==> src/rtl/alu_ctrl_seq.sv <==
// ALU control decoder with valid/ready handshake and a sequencer
// for the iterative multiply/divide datapath.
module alu_ctrl_seq #(
    parameter int CTRL_W     = 4,
    parameter int MUL_CYCLES = 32,
    parameter int DIV_CYCLES = 32,
    parameter int CNT_W      = 6
) (
    input  logic              clk,
    input  logic              rst,
    input  logic              in_valid,
    output logic              in_ready,
    input  logic [2:0]        alu_class,
    input  logic [5:0]        opcode,
    input  logic [5:0]        func,
    input  logic              flush,
    output logic              out_valid,
    output logic [CTRL_W-1:0] alu_ctrl,
    output logic              illegal,
    output logic              md_start,
    output logic              md_step,
    output logic              md_done,
    output logic              md_signed,
    output logic              md_is_div,
    output logic              busy
);

    typedef enum logic [1:0] {
        IDLE  = 2'd0,
        START = 2'd1,
        RUN   = 2'd2,
        DONE  = 2'd3
    } state_t;

    localparam logic [3:0] C_AND  = 4'b0000;
    localparam logic [3:0] C_OR   = 4'b0001;
    localparam logic [3:0] C_ADD  = 4'b0010;
    localparam logic [3:0] C_SLTU = 4'b0011;
    localparam logic [3:0] C_LUI  = 4'b0100;
    localparam logic [3:0] C_SLL  = 4'b0101;
    localparam logic [3:0] C_SUB  = 4'b0110;
    localparam logic [3:0] C_SLT  = 4'b0111;
    localparam logic [3:0] C_XOR  = 4'b1000;
    localparam logic [3:0] C_NOR  = 4'b1001;
    localparam logic [3:0] C_SRL  = 4'b1010;
    localparam logic [3:0] C_SRA  = 4'b1011;
    localparam logic [3:0] C_MD   = 4'b1100;

    localparam logic [CNT_W-1:0] MUL_LOAD = CNT_W'(MUL_CYCLES - 1);
    localparam logic [CNT_W-1:0] DIV_LOAD = CNT_W'(DIV_CYCLES - 1);

    state_t           state_q, state_d;
    logic [CNT_W-1:0] cnt_q, cnt_d;
    logic             out_valid_q;
    logic [3:0]       alu_ctrl_q;
    logic             illegal_q;
    logic             md_signed_q;
    logic             md_is_div_q;

    logic [3:0]       dec_code;
    logic             dec_ill;
    logic             dec_md;
    logic             accept;

    // Combinational decode of class / opcode / func into a control code
    always_comb begin
        dec_code = C_ADD;
        dec_ill  = 1'b0;
        case (alu_class)
            3'b000: dec_code = C_ADD;
            3'b001: dec_code = C_SUB;
            3'b010: begin
                case (func)
                    6'b000000: dec_code = C_SLL;
                    6'b000010: dec_code = C_SRL;
                    6'b000011: dec_code = C_SRA;
                    6'b001000: dec_code = C_ADD;
                    6'b100000,
                    6'b100001: dec_code = C_ADD;
                    6'b100010,
                    6'b100011: dec_code = C_SUB;
                    6'b100100: dec_code = C_AND;
                    6'b100101: dec_code = C_OR;
                    6'b100110: dec_code = C_XOR;
                    6'b100111: dec_code = C_NOR;
                    6'b101010: dec_code = C_SLT;
                    6'b101011: dec_code = C_SLTU;
                    6'b011000,
                    6'b011001,
                    6'b011010,
                    6'b011011: dec_code = C_MD;
                    default:   dec_ill  = 1'b1;
                endcase
            end
            3'b011: begin
                case (opcode)
                    6'b001001: dec_code = C_ADD;
                    6'b001010: dec_code = C_SLT;
                    6'b001011: dec_code = C_SLTU;
                    6'b001100: dec_code = C_AND;
                    6'b001101: dec_code = C_OR;
                    6'b001110: dec_code = C_XOR;
                    6'b001111: dec_code = C_LUI;
                    default:   dec_ill  = 1'b1;
                endcase
            end
            default: dec_ill = 1'b1;
        endcase
    end

    assign dec_md   = (dec_code == C_MD);
    assign in_ready = (state_q == IDLE) & ~flush;
    assign accept   = in_valid & in_ready;

    // State register
    always_ff @(posedge clk or posedge rst) begin
        if (rst) begin
            state_q <= IDLE;
            cnt_q   <= '0;
        end else begin
            state_q <= state_d;
            cnt_q   <= cnt_d;
        end
    end

    // Next-state and step counter; flush aborts from any state
    always_comb begin
        state_d = state_q;
        cnt_d   = cnt_q;
        if (flush) begin
            state_d = IDLE;
        end else begin
            case (state_q)
                IDLE: begin
                    if (accept && dec_md) state_d = START;
                end
                START: begin
                    cnt_d   = md_is_div_q ? DIV_LOAD : MUL_LOAD;
                    state_d = RUN;
                end
                RUN: begin
                    if (cnt_q == '0) state_d = DONE;
                    else             cnt_d   = cnt_q - 1'b1;
                end
                DONE: state_d = IDLE;
                default: state_d = IDLE;
            endcase
        end
    end

    // Registered result; MD ops carry their code until DONE presents it
    always_ff @(posedge clk or posedge rst) begin
        if (rst) begin
            out_valid_q <= 1'b0;
            alu_ctrl_q  <= '0;
            illegal_q   <= 1'b0;
            md_signed_q <= 1'b0;
            md_is_div_q <= 1'b0;
        end else begin
            out_valid_q <= accept & ~dec_md;
            if (accept) begin
                alu_ctrl_q <= dec_code;
                illegal_q  <= dec_ill;
                if (dec_md) begin
                    md_signed_q <= ~func[0];
                    md_is_div_q <= func[1];
                end
            end
        end
    end

    // Output decode from state; flush masks this cycle's result
    always_comb begin
        alu_ctrl       = '0;
        alu_ctrl[3:0]  = alu_ctrl_q;
        illegal        = illegal_q;
        md_signed      = md_signed_q;
        md_is_div      = md_is_div_q;
        md_start       = (state_q == START);
        md_step        = (state_q == RUN);
        md_done        = (state_q == DONE) & ~flush;
        out_valid      = (out_valid_q | (state_q == DONE)) & ~flush;
        busy           = (state_q != IDLE);
    end

endmodule

==> config.mk <==
export PLATFORM = sky130hd
export DESIGN_NAME = alu_ctrl_seq
export DESIGN_NICKNAME = d
export VERILOG_FILES = /design/src/rtl/alu_ctrl_seq.sv
export SDC_FILE = /design/constraint.sdc
export NUM_CORES = 1
export LEC_CHECK = 0
export CAP_MARGIN = 20
export CELL_PAD_IN_SITES_DETAIL_PLACEMENT = 0
export CELL_PAD_IN_SITES_GLOBAL_PLACEMENT = 1
export CORE_UTILIZATION = 32
export CTS_CLUSTER_SIZE = 25
export DETAILED_ROUTE_END_ITERATION = 8
export GPL_TIMING_DRIVEN = 1
export PLACE_DENSITY_LB_ADDON = 0.2
export SLEW_MARGIN = 10
export SYNTH_ARGS = -nofsm -noshare
export SYNTH_HDL_FRONTEND = slang
export SYNTH_SLANG_ARGS = --single-unit
==> constraint.sdc <==
create_clock -name clk -period 1.7 [get_ports clk]
set_input_delay 0.17 -clock clk [delete_from_list [all_inputs] [get_ports clk]]
set_output_delay 0.17 -clock clk [all_outputs]
set_load 0.005 [all_outputs]
# Word level (Yosys, flattened, before mapping)
# Cells that the tools add are included.
# Widths: inputs -> output; s select.
[word_totals]
reg_bits = 16
in_bits = 19
output_inout_bits = 13
[classes]
n_addsub = 1
n_eq_ne = 34
n_mux = 12
n_bitwise = 9
reduce_logical = 15
[ops]
columns = ["op", "n"]
rows = [
  ["$eq 6x6->1 const B", 10],
  ["$eq 6x4->1 const B", 8],
  ["$pmux 4 s11", 1],
  ["$eq 6x5->1 const B", 4],
  ["$pmux 4 s6", 1],
  ["$reduce_or 18->1", 1],
  ["$eq 6x2->1 const B", 2],
  ["$logic_not 6->1", 2],
  ["$pmux 4 s3", 1],
  ["$pmux 6 s2", 1],
  ["$pmux 2 s4", 1],
  ["$reduce_or 7->1", 1],
  ["$eq 3x2->1 const B", 2],
  ["$mux 2", 3],
  ["$mux 6", 1],
  ["$ne 3x2->1 const B", 2],
  ["$sub 6x1->6 const B", 1],
  ["$and 1x1->1", 5],
  ["$eq 2x2->1 const B", 2],
  ["$eq 4x4->1 const B", 1],
  ["$reduce_and 2->1", 2],
  ["$reduce_bool 2->1", 2],
  ["$reduce_or 2->1", 2],
  ["$reduce_or 4->1", 1],
  ["11 further kinds", 14],
]

# Longest topological paths before layout
# Gate-level depths: netlist (run 1).
[logic_depth]
depth_word = 9
mapped_depth = 8
ltp_nobuf = 8

# Worst setup path after synthesis (run 1)
# Ideal clock, no wire load.
[synth_timing]
path_kind = "reg-to-reg"
start = "register cnt_q[2]"
end = "register state_q[1]"
arrival_ns = 1.697
required_ns = 1.575
path_slack_ns = -0.122
stages_incl_launch_ff = 7
period_less_slack_ns = 1.822
cell_sequence = "dfrtp_1 > or4_1 > o21ai_1 > a21oi_1 > a31oi_1 > nor2_1 > mux2_4"
[synth_via]
elab_chain_len = 3
[synth_lines]
columns = ["item", "line_no", "text"]
rows = [
  ["start: declaration", "53", "logic [CNT_W-1:0] cnt_q, cnt_d;"],
  ["start signal: assignment", "122", "cnt_q <= cnt_d;"],
  ["$logic_not 6->1", "142", "if (cnt_q == '0) state_d = DONE;"],
  ["$ne 3x2->1 (no line)", "--", ""],
  ["$reduce_and 2->1 (no line)", "--", ""],
  ["end signal: assignment", "121", "state_q <= state_d;"],
  ["end: declaration", "52", "state_t state_q, state_d;"],
]
# No other way between the ends.
# A chain may end at the register's enable or synchronous reset.

# Worst setup path in the final report (run 1)
# Same ends and word-level chain as after synthesis.

==> flow_summary_export.csv, run 1 <==
group,metric,value,unit
status,outcome,"finished, violations left",
status,violations,"setup timing",
synth,ys_types,50,
final_layout,nets,232,
timing,worst_hold_slack,0.2854,ns
hold_path,hold_class,"in -> reg",
setup_path,cp.arrival,1.95,ns
final_layout,mostFrequentLayoutCell,"buf_4",
synth,synth_edf_count,0,
final_layout,layout_common_cells,"42 x buf_4, 16 x dfrtp_1, 14 x nand2_1, 14 x clkdlybuf4s50_1, 13 x nor2_1",
cts,cts_buffers,3,
final_layout,area_growth,74.47,%
floorplan,core-area,3442,um^2
global_routing,antenna_found_initial,0,
cts,cts_buffer_depth,2,
hold_path,hold_end,"md_signed$_DFFE_PP0P_",
synth,synth_compound_area_frac,0.2002,
timing,slew_headroom,0.5898,
synth,synth_flop_cell,"dfrtp_1",
final_layout,antennaDiodeCount,0,
synth,synth-simple-area-share,0.2521,
setup_path,crit_type,"reg -> reg",
detailed_routing,drt_iter0_drc,29,
synth,syn_area,1181,um^2
detailed_routing,vias,1227,
setup_path,crit_required,1.84,ns
timing,slew_viol_final,0,
floorplan,start_util,0.3431,
timing,tightestPinTransition,0.6147,ns
hold_path,min_from,"func[0]",
synth,synth_nets,155,
synth,synth-seq-area-share,0.3390,
timing,hold_viol_final,0,
setup_path,r2r_cells,6,
detailed_routing,antenna_left,0,
floorplan,ios,32,
floorplan,die_area,3938,um^2
setup_path,path_max_fanout,4,
setup_path,slowest_stage,"or4_4",
synth,async_reset_ff_frac,1.000,
cts,root_buffer,"clkbuf_8",
setup_path,critPathMaxStageDelay,0.57,ns
setup_path,r2r_setup_slack,-0.11,ns
timing,clock.fmax,0.5515,GHz
global_routing,grt_util_met1,0.2191,
setup_path,endpoint_kind,"flop",
synth,synthAdderAreaFrac,0.06356,
global_routing,grt_pass1_vias,1260,
synth,synth_xor_area_frac,0.04449,
synth,syn_avg_cell_area,9.086,um^2
detailed_routing,via_per_inst,4.869,
cts,postCtsHoldBufs,0,
setup_path,critPathLaunchType,"flop",
detailed_routing,wl_per_cell,12.94,um
cts,htreeDepth,1,
timing,period_share,1.067,
timing,final-setup-viol-count,3,
timing,rsz0062_at_grt,"true",
synth,yosys_warnings,0,
global_routing,grt_remaining_overflow,0,
floorplan,rows,21,
pwr,ir_drop,0.5272,mV
hold_path,hold_depth,3,
setup_path,r2r-start,"cnt_q[2]$_DFFE_PP0P_",
global_routing,grt_max_degree,17,
global_routing,grtUsageMet3,0.03832,
timing,finClkSkew,0.002134,ns
cts,clock-sinks,16,
place,hpwl,2493,um
flow_run,max_cap_violations,0,
place,place_ws,-0.6005,ns
cts,clk-insertion-delay-late,0.25,ns
global_routing,grt_use_total,0.1759,
setup_path,path_cells,"or4_4, o21ai_4, a21oi_2, a31oi_1, nor2_1, mux2_4",
synth,synthMuxAreaShare,0.05191,
cts,clk_pin_slew,0.06,ns
timing,postLayoutSetupSlackWorst,-0.1133,ns
place,io_buffers,31,
pwr,leakagePower,1.034,nW
pwr,power_density,841.7,nW/um^2
cts,cts_tree,"yes",
detailed_routing,remaining_drc_errors,0,
global_routing,grt_pass1_wl,5526,um
floorplan,die_w,62.76,um
global_routing,use_met2,0.3057,
synth,syn-instance-count,130,
global_routing,grt-busiest-layer,"met2",
place,place.gp.congestion,0.8378,
final_layout,final_layout_size_suffix_gt1_frac,0.3883,
timing,post-route-min-period,1.813,ns
detailed_routing,wirelength,3261,um
setup_path,worst_r2r_endpoint,"state_q[1]$_DFFE_PP0P_",
synth,synth_top_family_by_area,"simple AND/OR/NAND/NOR gates",
synth,synth.ff_latch_count,16,
floorplan,fp.dieH,62.76,um
detailed_routing,dr.pass1.iters,4,
-- power breakdown --
group,total (mW),internal [mW],switching [mW],leakage [nW]
registers,0.531,0.478,0.0536,0.197
clock network,0.340,0.206,0.135,0.0288
logic,0.863,0.460,0.403,0.809
-- state kept, by name, indices dropped and copies added (netlist names) --
| register | cells |
|---|---|
| illegal | 1 |
| md_is_div | 1 |
| state_q | 2 |
| cnt_q | 6 |
| md_signed | 1 |
| alu_ctrl | 4 |
| out_valid_q | 1 |
-- cell families after synthesis --
group	Yosys count
AO/OA/AOI/OAI	32
flip-flops	16
buffers and inverters	13
AND/OR/NAND/NOR	52
adder cells (fa/ha/maj)	6
multiplexers	5
XOR/XNOR	6
-- stage by stage --
| step | total power, mW | setup TNS [ns] | cells | util | area, um^2 |
|---|---|---|---|---|---|
| 3_5_place_dp | 1.295 | -3.876 | 242 | 0.5358 | 1844 |
| 3_3_place_gp | 1.269 | -3.382 | 242 | 0.5358 | 1844 |
| 5_1_grt | 1.860 | -0.4762 | 252 | 0.5987 | 2061 |
| 6_report | 1.734 | -0.1898 | 252 | 0.5987 | 2061 |
| 2_1_floorplan | 0.8822 | -0.1433 | 130 | - | 1217 |
| 4_1_cts | 1.678 | -0.1385 | 251 | 0.5776 | 1988 |
-- how the worst max path moves through the flow --
stage | depth (start not counted) | slack [ns] | from | end
2_1_floorplan | 7 | -0.07 | func[3] | md_is_div$_DFFE_PP0P_
3_3_place_gp | 7 | -0.51 | func[3] | state_q[1]$_DFFE_PP0P_
3_5_place_dp | 8 | -0.60 | func[3] | md_is_div$_DFFE_PP0P_
4_1_cts | 6 | -0.09 | cnt_q[5]$_DFFE_PP0P_ | state_q[1]$_DFFE_PP0P_
5_1_grt | 6 | -0.18 | cnt_q[2]$_DFFE_PP0P_ | state_q[1]$_DFFE_PP0P_
6_report | 6 | -0.11 | cnt_q[2]$_DFFE_PP0P_ | state_q[1]$_DFFE_PP0P_
-- Yosys cell counts (2+ instances only) --
cell type,count,area share
and2_1,2,0.011
a31oi_1,3,0.016
dfrtp_1,16,0.34
nand2_1,15,0.048
nor2_1,14,0.044
mux2i_1,2,0.017
nor3b_1,2,0.013
inv_1,10,0.032
mux2_4,2,0.025
xor2_1,2,0.015
nor3_1,4,0.017
a2bb2oi_1,2,0.015
a22o_1,2,0.015
ha_1,6,0.064
a21oi_1,7,0.030
xnor2_1,4,0.030
o21ai_0,4,0.017
-- timing repair --
item / in CTS / in global routing
pin swaps: 12 / 12
setup endpoints to repair: 16 / 12
resized for setup: 30 / 24
setup buffers: 5 / 1
-- critical path: cells and delay by family, from the launching register on --
family | cells | cell delay, ns
multiplexers | 1 | 0.26
flip-flops | 1 | 0.38
AND/OR/NAND/NOR | 2 | 0.62
AO/OA/AOI/OAI | 3 | 0.44
-- final cells by class --
type | instances | area (um^2)
clock buffers | 4 | 55.05
fillers | 310 | 1381
inverters | 10 | 37.54
multi-input cells | 101 | 864.6
flip-flops and latches | 16 | 400.4
well taps | 46 | 57.56
repair buffers | 75 | 645.6
-- metal layers --
layer  share of wire  vias to the layer above
met1            0.46                      586
met3           0.032                        4
met5               0                        -
met4           0.011                        0
met2            0.50                       20
li1                -                      617
Power figures use the tool's default switching activity.
==> run 2: changes to the inputs <==
--- a/config.mk
+++ b/config.mk
@@ -8,7 +8,7 @@
 export CAP_MARGIN = 20
 export CELL_PAD_IN_SITES_DETAIL_PLACEMENT = 0
 export CELL_PAD_IN_SITES_GLOBAL_PLACEMENT = 1
-export CORE_UTILIZATION = 32
+export CORE_UTILIZATION = 35
 export CTS_CLUSTER_SIZE = 25
 export DETAILED_ROUTE_END_ITERATION = 8
 export GPL_TIMING_DRIVEN = 1
==> constraint.sdc (replaced) <==
create_clock -name clk -period 1.95 [get_ports clk]
set_input_delay 0.195 -clock clk [delete_from_list [all_inputs] [get_ports clk]]
set_output_delay 0.195 -clock clk [all_outputs]
set_load 0.005 [all_outputs]
==> flow_summary_export.csv, run 2 (synthesis gave the netlist of run 1 again) <==
group,metric,value,unit
setup_path,critPathTopFamily,"simple AND/OR/NAND/NOR gates",
detailed_routing,wl_met1,1345,um
floorplan,core-area,3128,um^2
place,hpwl,2362,um
final_layout,regMostFlops,"cnt_q",
cts,cts_buffer_depth,2,
floorplan,rows,20,
detailed_routing,wl_per_cell,12.17,um
timing,finClkSkew,0.007106,ns
setup_path,slowest_stage,"or4_4",
detailed_routing,highest_layer,"met4",
place,place.gp.congestion,0.8163,
place,dp.cells,235,
setup_path,crit_type,"reg -> reg",
cts,clk_pin_slew,0.10,ns
cts,cts_buffers,3,
setup_path,critPathMaxStageDelay,0.54,ns
place,io_buffers,31,
detailed_routing,antenna_left,0,
detailed_routing,met3_length,88,um
floorplan,fp.dieH,60.09,um
pwr,leakagePower,0.9175,nW
final_layout,mostFrequentLayoutCell,"buf_4",
timing,period_share,0.9485,
final_layout,nets,227,
global_routing,grt_use_total,0.1844,
final_layout,final_layout_size_suffix_gt1_frac,0.2935,
status,outcome,"completed",
pwr,intPower,860.7,uW
setup_path,r2r-start,"cnt_q[2]$_DFFE_PP0P_",
floorplan,ios,32,
detailed_routing,dr.pass1.iters,4,
pwr,p_sw,427.2,uW
cts,htreeDepth,1,
setup_path,path_cells,"or4_4, o211a_1, nor4b_1, buf_4, nand2_1, xor2_1, nor2_1",
pwr,comb_power_share,0.460,
timing,post-route-min-period,1.850,ns
detailed_routing,wl_met2,1496,um
place,place_ws,-0.3310,ns
timing,slew_viol_final,0,
global_routing,antenna_found_initial,0,
detailed_routing,vias,1206,
cts,clk-insertion-delay-late,0.29,ns
global_routing,grt_pass1_vias,1175,
hold_path,hold_class,"in -> async",
setup_path,critPathLaunchType,"flop",
pwr,sw_frac_of_total,0.3317,
final_layout,antennaDiodeCount,0,
detailed_routing,via_per_inst,4.922,
cts,clock-sinks,16,
global_routing,grt_remaining_overflow,0,
setup_path,path_max_fanout,2,
timing,tightestPinTransition,0.6132,ns
setup_path,cp.arrival,2.03,ns
pwr,ir_drop,0.2948,mV
cts,root_buffer,"clkbuf_4",
timing,slew_headroom,0.5907,
flow_run,max_cap_violations,0,
detailed_routing,remaining_drc_errors,0,
pwr,power_density,677.6,nW/um^2
setup_path,crit_required,2.13,ns
setup_path,worstPathBufferInverterCount,1,
detailed_routing,wirelength,2981,um
floorplan,die_area,3611,um^2
pwr,p_clk_frac,0.171,
timing,clock.fmax,0.5406,GHz
timing,fin_setup_tns,0,ns
floorplan,start_util,0.3776,
pwr,seqPwrFrac,0.369,
timing,final-setup-viol-count,0,
floorplan,die_w,60.09,um
global_routing,grt_max_degree,17,
setup_path,cp.depth,7,
setup_path,r2r_cells,7,
timing,hold_viol_final,0,
cts,cts_tree,"yes",
final_layout,largest_register_ffs,6,
final_layout,layout.cells.non_filler,245,
global_routing,grt_pass1_wl,4940,um
final_layout,area_growth,60.91,%
detailed_routing,drt_iter0_drc,43,
setup_path,endpoint_kind,"flop",
timing,postLayoutSetupSlackWorst,0.1003,ns
setup_path,crit_start,"cnt_q[2]$_DFFE_PP0P_",
final_layout,layout_common_cells,"39 x buf_4, 25 x clkdlybuf4s50_1, 16 x dfrtp_1",
-- run 2: metrics by stage --
step	total power [mW]	cell area [um^2]	hold slack, ns	util
finish	1.288	1901	0.2724	0.6076
global route	1.388	1901	0.3247	0.6076
CTS	1.287	1861	0.2988	0.5948
detailed placement	1.016	1774	0.4736	0.5672
global placement	0.9930	1774	0.4639	0.5672
floorplan	0.7401	1181	0.1087	-
-- run 2: power by group through the flow --
stage | clock [mW] | combinational [mW] | sequential, mW
5_1_grt | 0.240 | 0.661 | 0.487
3_5_place_dp | 0 | 0.533 | 0.483
6_report | 0.221 | 0.592 | 0.475
3_3_place_gp | 0 | 0.515 | 0.478
2_1_floorplan | 0 | 0.258 | 0.482
4_1_cts | 0.229 | 0.587 | 0.472
-- run 2: final timing paths --
path | slack [ns] | endpoint
worst max-delay path | 0.10 | cnt_q[5]$_DFFE_PP0P_
worst min-delay path | 0.27 | alu_ctrl[2]$_DFFE_PP0P_
worst max register to register | 0.10 | cnt_q[5]$_DFFE_PP0P_
worst min register to register | 0.49 | illegal$_DFFE_PP0P_
max in group asynchronous | 1.28 | cnt_q[1]$_DFFE_PP0P_
min in group clk | 0.36 | md_is_div$_DFFE_PP0P_
-- run 2: layout make-up --
class	count	area, um^2
repair buffers	70	614.3
flip-flops and latches	16	400.4
inverters	10	37.54
well taps	44	55.05
fillers	281	1227
clock buffers	4	36.28
multi-input cells	101	757.0
-- run 2: layer usage --
metal  GRT usage  up-vias
li1            -      608
met1      0.2206      556
met2      0.3302       37
met3     0.01948        5
met4     0.07973        0
met5           0        -
-- run 2: timing repair --
action / 4_1_cts / 5_1_grt
setup endpoints to repair: 3 / 5
pin swaps: 2 / 2
setup buffers: 4 / 2
hold buffers: 0 / 0
resized for setup: 6 / 9
endpoints found under the hold margin: 0 / 0
==> run 3: changes to the inputs <==
--- a/config.mk
+++ b/config.mk
@@ -17,3 +17,4 @@
 export SYNTH_ARGS = -nofsm -noshare
 export SYNTH_HDL_FRONTEND = slang
 export SYNTH_SLANG_ARGS = --single-unit
+export TNS_END_PERCENT = 100
==> results of run 3 <==
No change in the layout: final DEF, timing and power equal those of run 2.
